File: config.mk
export PLATFORM = sky130hd
export DESIGN_NAME = md_unit_iter
export DESIGN_NICKNAME = d
export VERILOG_FILES = /design/src/rtl/md_unit_iter_pkg.sv /design/src/rtl/md_unit_iter_div_step.sv /design/src/rtl/md_unit_iter.sv
export SDC_FILE = /design/constraint.sdc
export NUM_CORES = 1
export LEC_CHECK = 0
export CAP_MARGIN = 15
export CORE_ASPECT_RATIO = 0.9
export CORE_UTILIZATION = 45
export CTS_CLUSTER_DIAMETER = 50
export DETAILED_ROUTE_END_ITERATION = 6
export PLACE_DENSITY_LB_ADDON = 0.1
export SLEW_MARGIN = 30
export SYNTH_ARGS = -nofsm -noshare
export SYNTH_HDL_FRONTEND = slang
export SYNTH_HIERARCHICAL = 1
export SYNTH_SLANG_ARGS = --single-unit
export TNS_END_PERCENT = 50
File: constraint.sdc
create_clock -name clk -period 3.5 [get_ports clk]
set_input_delay 0.7 -clock clk [delete_from_list [all_inputs] [get_ports clk]]
set_output_delay 0.7 -clock clk [all_outputs]
set_load 0.005 [all_outputs]
File: src/rtl/md_unit_iter_pkg.sv
// Shared definitions for the iterative multiply/divide unit.
//   - op encodings (MD_*), mt_hilo encodings, FSM states
//   - small opcode decode helpers used by md_unit_iter
package md_unit_iter_pkg;

  localparam logic [2:0] MD_MULTU = 3'b000;
  localparam logic [2:0] MD_MULT  = 3'b001;
  localparam logic [2:0] MD_DIVU  = 3'b010;
  localparam logic [2:0] MD_DIV   = 3'b011;
  localparam logic [2:0] MD_MADDU = 3'b100;
  localparam logic [2:0] MD_MADD  = 3'b101;
  localparam logic [2:0] MD_MSUBU = 3'b110;
  localparam logic [2:0] MD_MSUB  = 3'b111;

  typedef enum logic [1:0] {
    MT_NONE = 2'b00,
    MT_LO   = 2'b01,
    MT_HI   = 2'b10,
    MT_RSVD = 2'b11
  } mt_hilo_e;

  typedef enum logic [1:0] {
    ST_IDLE = 2'b00,
    ST_CALC = 2'b01,
    ST_FIX  = 2'b10
  } md_state_e;

  function automatic logic op_is_div(input logic [2:0] op);
    return (op == MD_DIVU) || (op == MD_DIV);
  endfunction

  function automatic logic op_is_macc(input logic [2:0] op);
    return (op == MD_MADDU) || (op == MD_MADD) || (op == MD_MSUBU) || (op == MD_MSUB);
  endfunction

  function automatic logic op_is_sub(input logic [2:0] op);
    return (op == MD_MSUBU) || (op == MD_MSUB);
  endfunction

  function automatic logic op_is_signed(input logic [2:0] op);
    return !((op == MD_MULTU) || (op == MD_DIVU) || (op == MD_MADDU) || (op == MD_MSUBU));
  endfunction

endpackage

File: src/rtl/md_unit_iter_div_step.sv
// One combinational restoring-division step.
//   rem_i/quo_i : partial remainder and dividend/quotient shift register
//   div_i       : divisor magnitude
//   rem_o/quo_o : next remainder and quotient (new quotient bit in LSB)
//   borrow_o    : trial subtraction borrowed, i.e. quotient bit is 0
module md_div_step #(
  parameter int unsigned WIDTH = 32
) (
  input  logic [WIDTH-1:0] rem_i,
  input  logic [WIDTH-1:0] quo_i,
  input  logic [WIDTH-1:0] div_i,
  output logic [WIDTH-1:0] rem_o,
  output logic [WIDTH-1:0] quo_o,
  output logic             borrow_o
);

  logic [WIDTH:0]   shifted;
  logic [WIDTH-1:0] diff;

  // Without a borrow the true difference is below 2^WIDTH, so a WIDTH-bit
  // subtract is exact.
  always_comb begin
    shifted  = {rem_i, quo_i[WIDTH-1]};
    borrow_o = (shifted < {1'b0, div_i});
    diff     = shifted[WIDTH-1:0] - div_i;
    if (borrow_o) begin
      rem_o = shifted[WIDTH-1:0];
      quo_o = {quo_i[WIDTH-2:0], 1'b0};
    end else begin
      rem_o = diff;
      quo_o = {quo_i[WIDTH-2:0], 1'b1};
    end
  end

endmodule

File: src/rtl/md_unit_iter.sv
// Iterative multiply/divide unit for the EX stage; owns HI/LO.
// Radix-2 shift-add multiply and restoring divide, one bit per cycle.
// Optional feature macro: MD_MACC_EN (multiply-accumulate/subtract ops 1xx).
// Ports:
//   clk, reset        clock, synchronous active-high reset
//   start, op         launch an op from IDLE (op latched)
//   mt_hilo, src_a    direct HI/LO writes in IDLE (01 LO, 10 HI)
//   src_a, src_b      operands (latched at start)
//   hi, lo            HI/LO registers
//   busy              op in flight
//   done              one-cycle pulse when HI/LO take the result
//   div0              sticky divide-by-zero flag, cleared at next start
module md_unit_iter
  import md_unit_iter_pkg::*;
#(
  parameter int unsigned WIDTH = 32,
  parameter int unsigned CNT_W = 6
) (
  input  logic             clk,
  input  logic             reset,
  input  logic             start,
  input  logic [2:0]       op,
  input  logic [1:0]       mt_hilo,
  input  logic [WIDTH-1:0] src_a,
  input  logic [WIDTH-1:0] src_b,
  output logic [WIDTH-1:0] hi,
  output logic [WIDTH-1:0] lo,
  output logic             busy,
  output logic             done,
  output logic             div0
);

  md_state_e        state_q, state_d;
  logic [CNT_W-1:0] cnt_q, cnt_d;
  logic [2:0]       op_q, op_d;
  logic [WIDTH-1:0] a_q, a_d;       // multiplicand / divisor magnitude
  logic [WIDTH-1:0] acc_q, acc_d;   // product high half / partial remainder
  logic [WIDTH-1:0] x_q, x_d;       // multiplier / dividend -> product low / quotient
  logic             neg_q, neg_d;   // product or quotient must be negated
  logic             rneg_q, rneg_d; // remainder takes the dividend's sign
  logic             bz_q, bz_d;     // latched divisor-is-zero
  logic [WIDTH-1:0] hi_q, hi_d;
  logic [WIDTH-1:0] lo_q, lo_d;
  logic             busy_q, busy_d;
  logic             done_q, done_d;
  logic             div0_q, div0_d;

  logic [WIDTH-1:0] div_rem, div_quo;
  logic             div_borrow_unused;

  md_div_step #(.WIDTH(WIDTH)) u_div_step (
    .rem_i    (acc_q),
    .quo_i    (x_q),
    .div_i    (a_q),
    .rem_o    (div_rem),
    .quo_o    (div_quo),
    .borrow_o (div_borrow_unused)
  );

  always_ff @(posedge clk) begin
    if (reset) begin
      state_q <= ST_IDLE;
      cnt_q   <= '0;
      op_q    <= '0;
      a_q     <= '0;
      acc_q   <= '0;
      x_q     <= '0;
      neg_q   <= 1'b0;
      rneg_q  <= 1'b0;
      bz_q    <= 1'b0;
      hi_q    <= '0;
      lo_q    <= '0;
      busy_q  <= 1'b0;
      done_q  <= 1'b0;
      div0_q  <= 1'b0;
    end else begin
      state_q <= state_d;
      cnt_q   <= cnt_d;
      op_q    <= op_d;
      a_q     <= a_d;
      acc_q   <= acc_d;
      x_q     <= x_d;
      neg_q   <= neg_d;
      rneg_q  <= rneg_d;
      bz_q    <= bz_d;
      hi_q    <= hi_d;
      lo_q    <= lo_d;
      busy_q  <= busy_d;
      done_q  <= done_d;
      div0_q  <= div0_d;
    end
  end

  logic [WIDTH:0]     mul_sum;
  logic [2*WIDTH-1:0] prod, prod_s;
  logic [WIDTH-1:0]   quo_s, rem_s, mag_a, mag_b;
  logic               sa, sb, bz;

  // Next-state, datapath and outputs.
  always_comb begin
    state_d = state_q;
    cnt_d   = cnt_q;
    op_d    = op_q;
    a_d     = a_q;
    acc_d   = acc_q;
    x_d     = x_q;
    neg_d   = neg_q;
    rneg_d  = rneg_q;
    bz_d    = bz_q;
    hi_d    = hi_q;
    lo_d    = lo_q;
    busy_d  = busy_q;
    done_d  = 1'b0;
    div0_d  = div0_q;

    sa    = op_is_signed(op) & src_a[WIDTH-1];
    sb    = op_is_signed(op) & src_b[WIDTH-1];
    bz    = (src_b == '0);
    mag_a = sa ? -src_a : src_a;
    mag_b = sb ? -src_b : src_b;

    mul_sum = {1'b0, acc_q} + {1'b0, (x_q[0] ? a_q : '0)};
    prod    = {acc_q, x_q};
    prod_s  = neg_q ? -prod : prod;
    quo_s   = neg_q ? -x_q : x_q;
    rem_s   = rneg_q ? -acc_q : acc_q;

    case (state_q)
      ST_IDLE: begin
        if (start) begin
          op_d   = op;
          a_d    = mag_b;
          x_d    = mag_a;
          acc_d  = '0;
          cnt_d  = CNT_W'(WIDTH);
          bz_d   = bz;
          // A zero divisor keeps an all-ones quotient regardless of signs.
          neg_d  = op_is_div(op) ? ((sa ^ sb) & ~bz) : (sa ^ sb);
          rneg_d = sa;
          div0_d = 1'b0;
          busy_d = 1'b1;
          state_d = ST_CALC;
        end else if (mt_hilo == MT_LO) begin
          lo_d = src_a;
        end else if (mt_hilo == MT_HI) begin
          hi_d = src_a;
        end
      end

      ST_CALC: begin
        if (op_is_div(op_q)) begin
          acc_d = div_rem;
          x_d   = div_quo;
        end else begin
          {acc_d, x_d} = {mul_sum, x_q[WIDTH-1:1]};
        end
        cnt_d = cnt_q - CNT_W'(1);
        if (cnt_q == CNT_W'(1)) begin
          state_d = ST_FIX;
        end
      end

      ST_FIX: begin
        if (op_is_div(op_q)) begin
          lo_d = quo_s;
          hi_d = rem_s;
          if (bz_q) begin
            div0_d = 1'b1;
          end
        end else if (!op_is_macc(op_q)) begin
          {hi_d, lo_d} = prod_s;
        end
`ifdef MD_MACC_EN
        else if (op_is_sub(op_q)) begin
          {hi_d, lo_d} = {hi_q, lo_q} - prod_s;
        end else begin
          {hi_d, lo_d} = {hi_q, lo_q} + prod_s;
        end
`endif
        done_d  = 1'b1;
        busy_d  = 1'b0;
        state_d = ST_IDLE;
      end

      default: begin
        busy_d  = 1'b0;
        state_d = ST_IDLE;
      end
    endcase
  end

  assign hi   = hi_q;
  assign lo   = lo_q;
  assign busy = busy_q;
  assign done = done_q;
  assign div0 = div0_q;

endmodule

==> results_dict.tcl <==
set metrics [dict create \
    status "complete, no violations" \
    dieHeight_um 175.4 \
    grtUsageTotal 0.3425 \
    synth_common_cells "nand2_1, nor2_1, dfxtp_1, a21oi_1, o21ai_0" \
    clk_path_buf_depth 2 \
    vias 16570 \
    path_max_fanout 5 \
    synth_area_leaders "dfxtp_1, ha_1, a21oi_1" \
    fin_ws_ns 0.1480 \
    die-area_um2 34150 \
    dp_slack_ns 0.1117 \
    async_reset_ff_frac 0 \
    rsz0062_at_grt "false" \
    clk_root_buffer_cell "clkbuf_16" \
    maxCapViolations 0 \
    met3_usage 0.04205 \
    htreeDepth 4 \
    cts_buffers 17 \
    syn_to_final_growth_pct 19.62 \
    ys_ff_latch 176 \
    syn_inst 2066 \
    fmax_mhz 298.3 \
    antenna_cells 0 \
    ir_drop_mv 0.3491 \
    startpoint_type "flop" \
    synth_seq_area_share 0.2344 \
    cp.required_ns 3.86 \
    fin_nets 2337 \
    ys.flop_type "dfxtp_1" \
    syn_avg_cell_area_um2 7.277 \
    cts_sinks 176 \
    top_usage_layer "met2" \
    antenna_found_initial 0 \
    hold_ws_ns 0.4532 \
    ant_nets 0 \
    synthesis.area_um2 15030 \
    core-area_um2 32950 \
    hold_path_class "flop to flop" \
    numPortBuffers 138 \
    power.density_nw_per_um2 361.4 \
    num_rows 63 \
    post_drt_wl_per_cell_um 22.47 \
    yosys.area.top_type "dfxtp_1" \
    yosysMostFrequentCell "nand2_1" \
    grt_util_met1 0.4330 \
    yosys.area.top_type_share 0.2344 \
    setup_viol 0 \
    die_x_um 194.7 \
    end_kind "flop" \
    clkTransAtPathRegs_ns 0.09 \
    finalCriticalPeriod_ns 3.352 \
    final_core_util 0.5458 \
    p_leak_nw 6.972 \
    synth_cell_types 96 \
    cts_tree "built" \
    ys_warn_count 6 \
    cts_hold_buf 0 \
    gp_congestion 1.013 \
    drtIter0Drc 1501 \
    setup_tns_ns 0 \
    fin_skew_ns 0.01891 \
    dp_hpwl_um 45460 \
    grt-ovfl-total 0 \
    drc 0 \
    grt_pass1_vias 15630 \
    grt_max_degree 87 \
    relSlewSlack 0.4539 \
    grt_pass1_wl_um 90950 \
    drive_above_1_share 0.1043 \
    fin_crit_sh 0.9577 \
    synth_nets 2210 \
    crit_arrival_ns 3.71 \
    vias_per_cell 6.303 \
    wirelength_um 59050 \
    firstDrtPassIters 6 \
    slew_violations 0 \
    worstSkewPairLatency_ns 0.48 \
    grt_use_met2 0.5857 \
    path_class "flop to flop" \
    start_util 0.4563 \
    synth_edf_count 0 \
    hold_violations 0 \
    io_pins 139 \
    tightest_slew_ns 0.8186 \
]
final timing paths:
check / depth (start not counted) / to / slack (ns) / start
setup / recovery: 14 / acc_q[30] / 0.15 / a_q[0]
hold / removal: 1 / lo[17] / 0.45 / lo[17]
setup reg to reg: 14 / acc_q[30] / 0.15 / a_q[0]
hold reg to reg: 1 / lo[17] / 0.45 / lo[17]
cells by family (layout without fill, tap and decap cells):
group,Yosys count,count (layout),synth area share
AND/OR/NAND/NOR,703,703,0.2274
AO/OA/AOI/OAI,698,698,0.3041
buffers and inverters,248,388,0.07199
flip-flops,176,176,0.2344
XOR/XNOR,147,147,0.08564
adder cells (fa/ha/maj),72,72,0.06092
multiplexers,22,22,0.01556
final cells by class:
class	instances	area, µm²
flip-flops and latches	176	3523
well taps	422	528.0
fillers	3241	14970
multi-input cells	1642	10480
inverters	75	281.5
clock inverters	15	222.7
clock buffers	17	425.4
repair buffers	281	2527
worst max-delay path: stages, from the launching register on:
cell and delay (ns):
dfxtp_1 0.35, ha_1 0.19, inv_1 0.07, fa_1 0.42, a21o_1 0.25, a31oi_2 0.28
nor3_1 0.12, a31oi_2 0.28, o21a_2 0.26, o2111a_1 0.23, a221oi_2 0.05, a21oi_2 0.18
nand2_1 0.08, a2111oi_1 0.37, nor3_1 0.10
flip-flops by register name, summed over array words and instances (netlist names), 2 cells and up:
| register | cells |
|---|---|
| acc_q | 32 |
| a_q | 32 |
| x_q | 32 |
| state_q | 2 |
| lo | 32 |
| op_q | 2 |
| hi | 32 |
| cnt_q | 6 |
metrics by stage:
stage          instance area (µm²)  power (W)  std cells
3_3_place_gp                 17320   0.004264       2595
2_1_floorplan                15030   0.003545       2066
3_5_place_dp                 17320   0.004277       2595
4_1_cts                      17970   0.006464       2627
6_report                     17980   0.006499       2628
5_1_grt                      17980   0.006760       2628
repair_timing:
item                       CTS  global route
resized for setup            0             2
setup endpoints to repair    0             1
buffers inserted             0             1
power breakdown:
group / internal, W / leakage (nW) / switching [W]
combinational: 0.000806 / 5.21 / 0.00117
sequential: 0.00213 / 1.44 / 0.000173
clock: 0.00122 / 0.320 / 0.000992
routing by layer:
metal	routed length, µm	vias up
li1	-	7799
met2	27780	799
met5	0	-
met4	2358	0
met3	4004	134
met1	24910	7833
cell usage in the layout, fill, tap and decap left out, drive strengths merged, types with 16 or more instances in the layout:
master | synthesis | layout
or3 | 25 | 25
nand4 | 22 | 22
clkbuf | 115 | 17
a211oi | 66 | 66
a22oi | 19 | 19
nor2 | 204 | 204
a21o | 27 | 27
a21oi | 176 | 176
dfxtp | 176 | 176
inv | 75 | 82
and2 | 37 | 37
or4 | 18 | 18
a311oi | 30 | 30
nor4 | 26 | 26
xor2 | 70 | 70
o31ai | 21 | 21
buf | 58 | 144
xnor2 | 77 | 77
a31oi | 35 | 35
clkdlybuf4s50 | 0 | 137
nand2 | 212 | 212
o21ai | 168 | 168
nor3 | 49 | 49
mux2i | 17 | 17
ha | 70 | 70
o211ai | 16 | 16
o22ai | 18 | 18
nand3 | 42 | 42
Power figures use the tool's default switching activity.
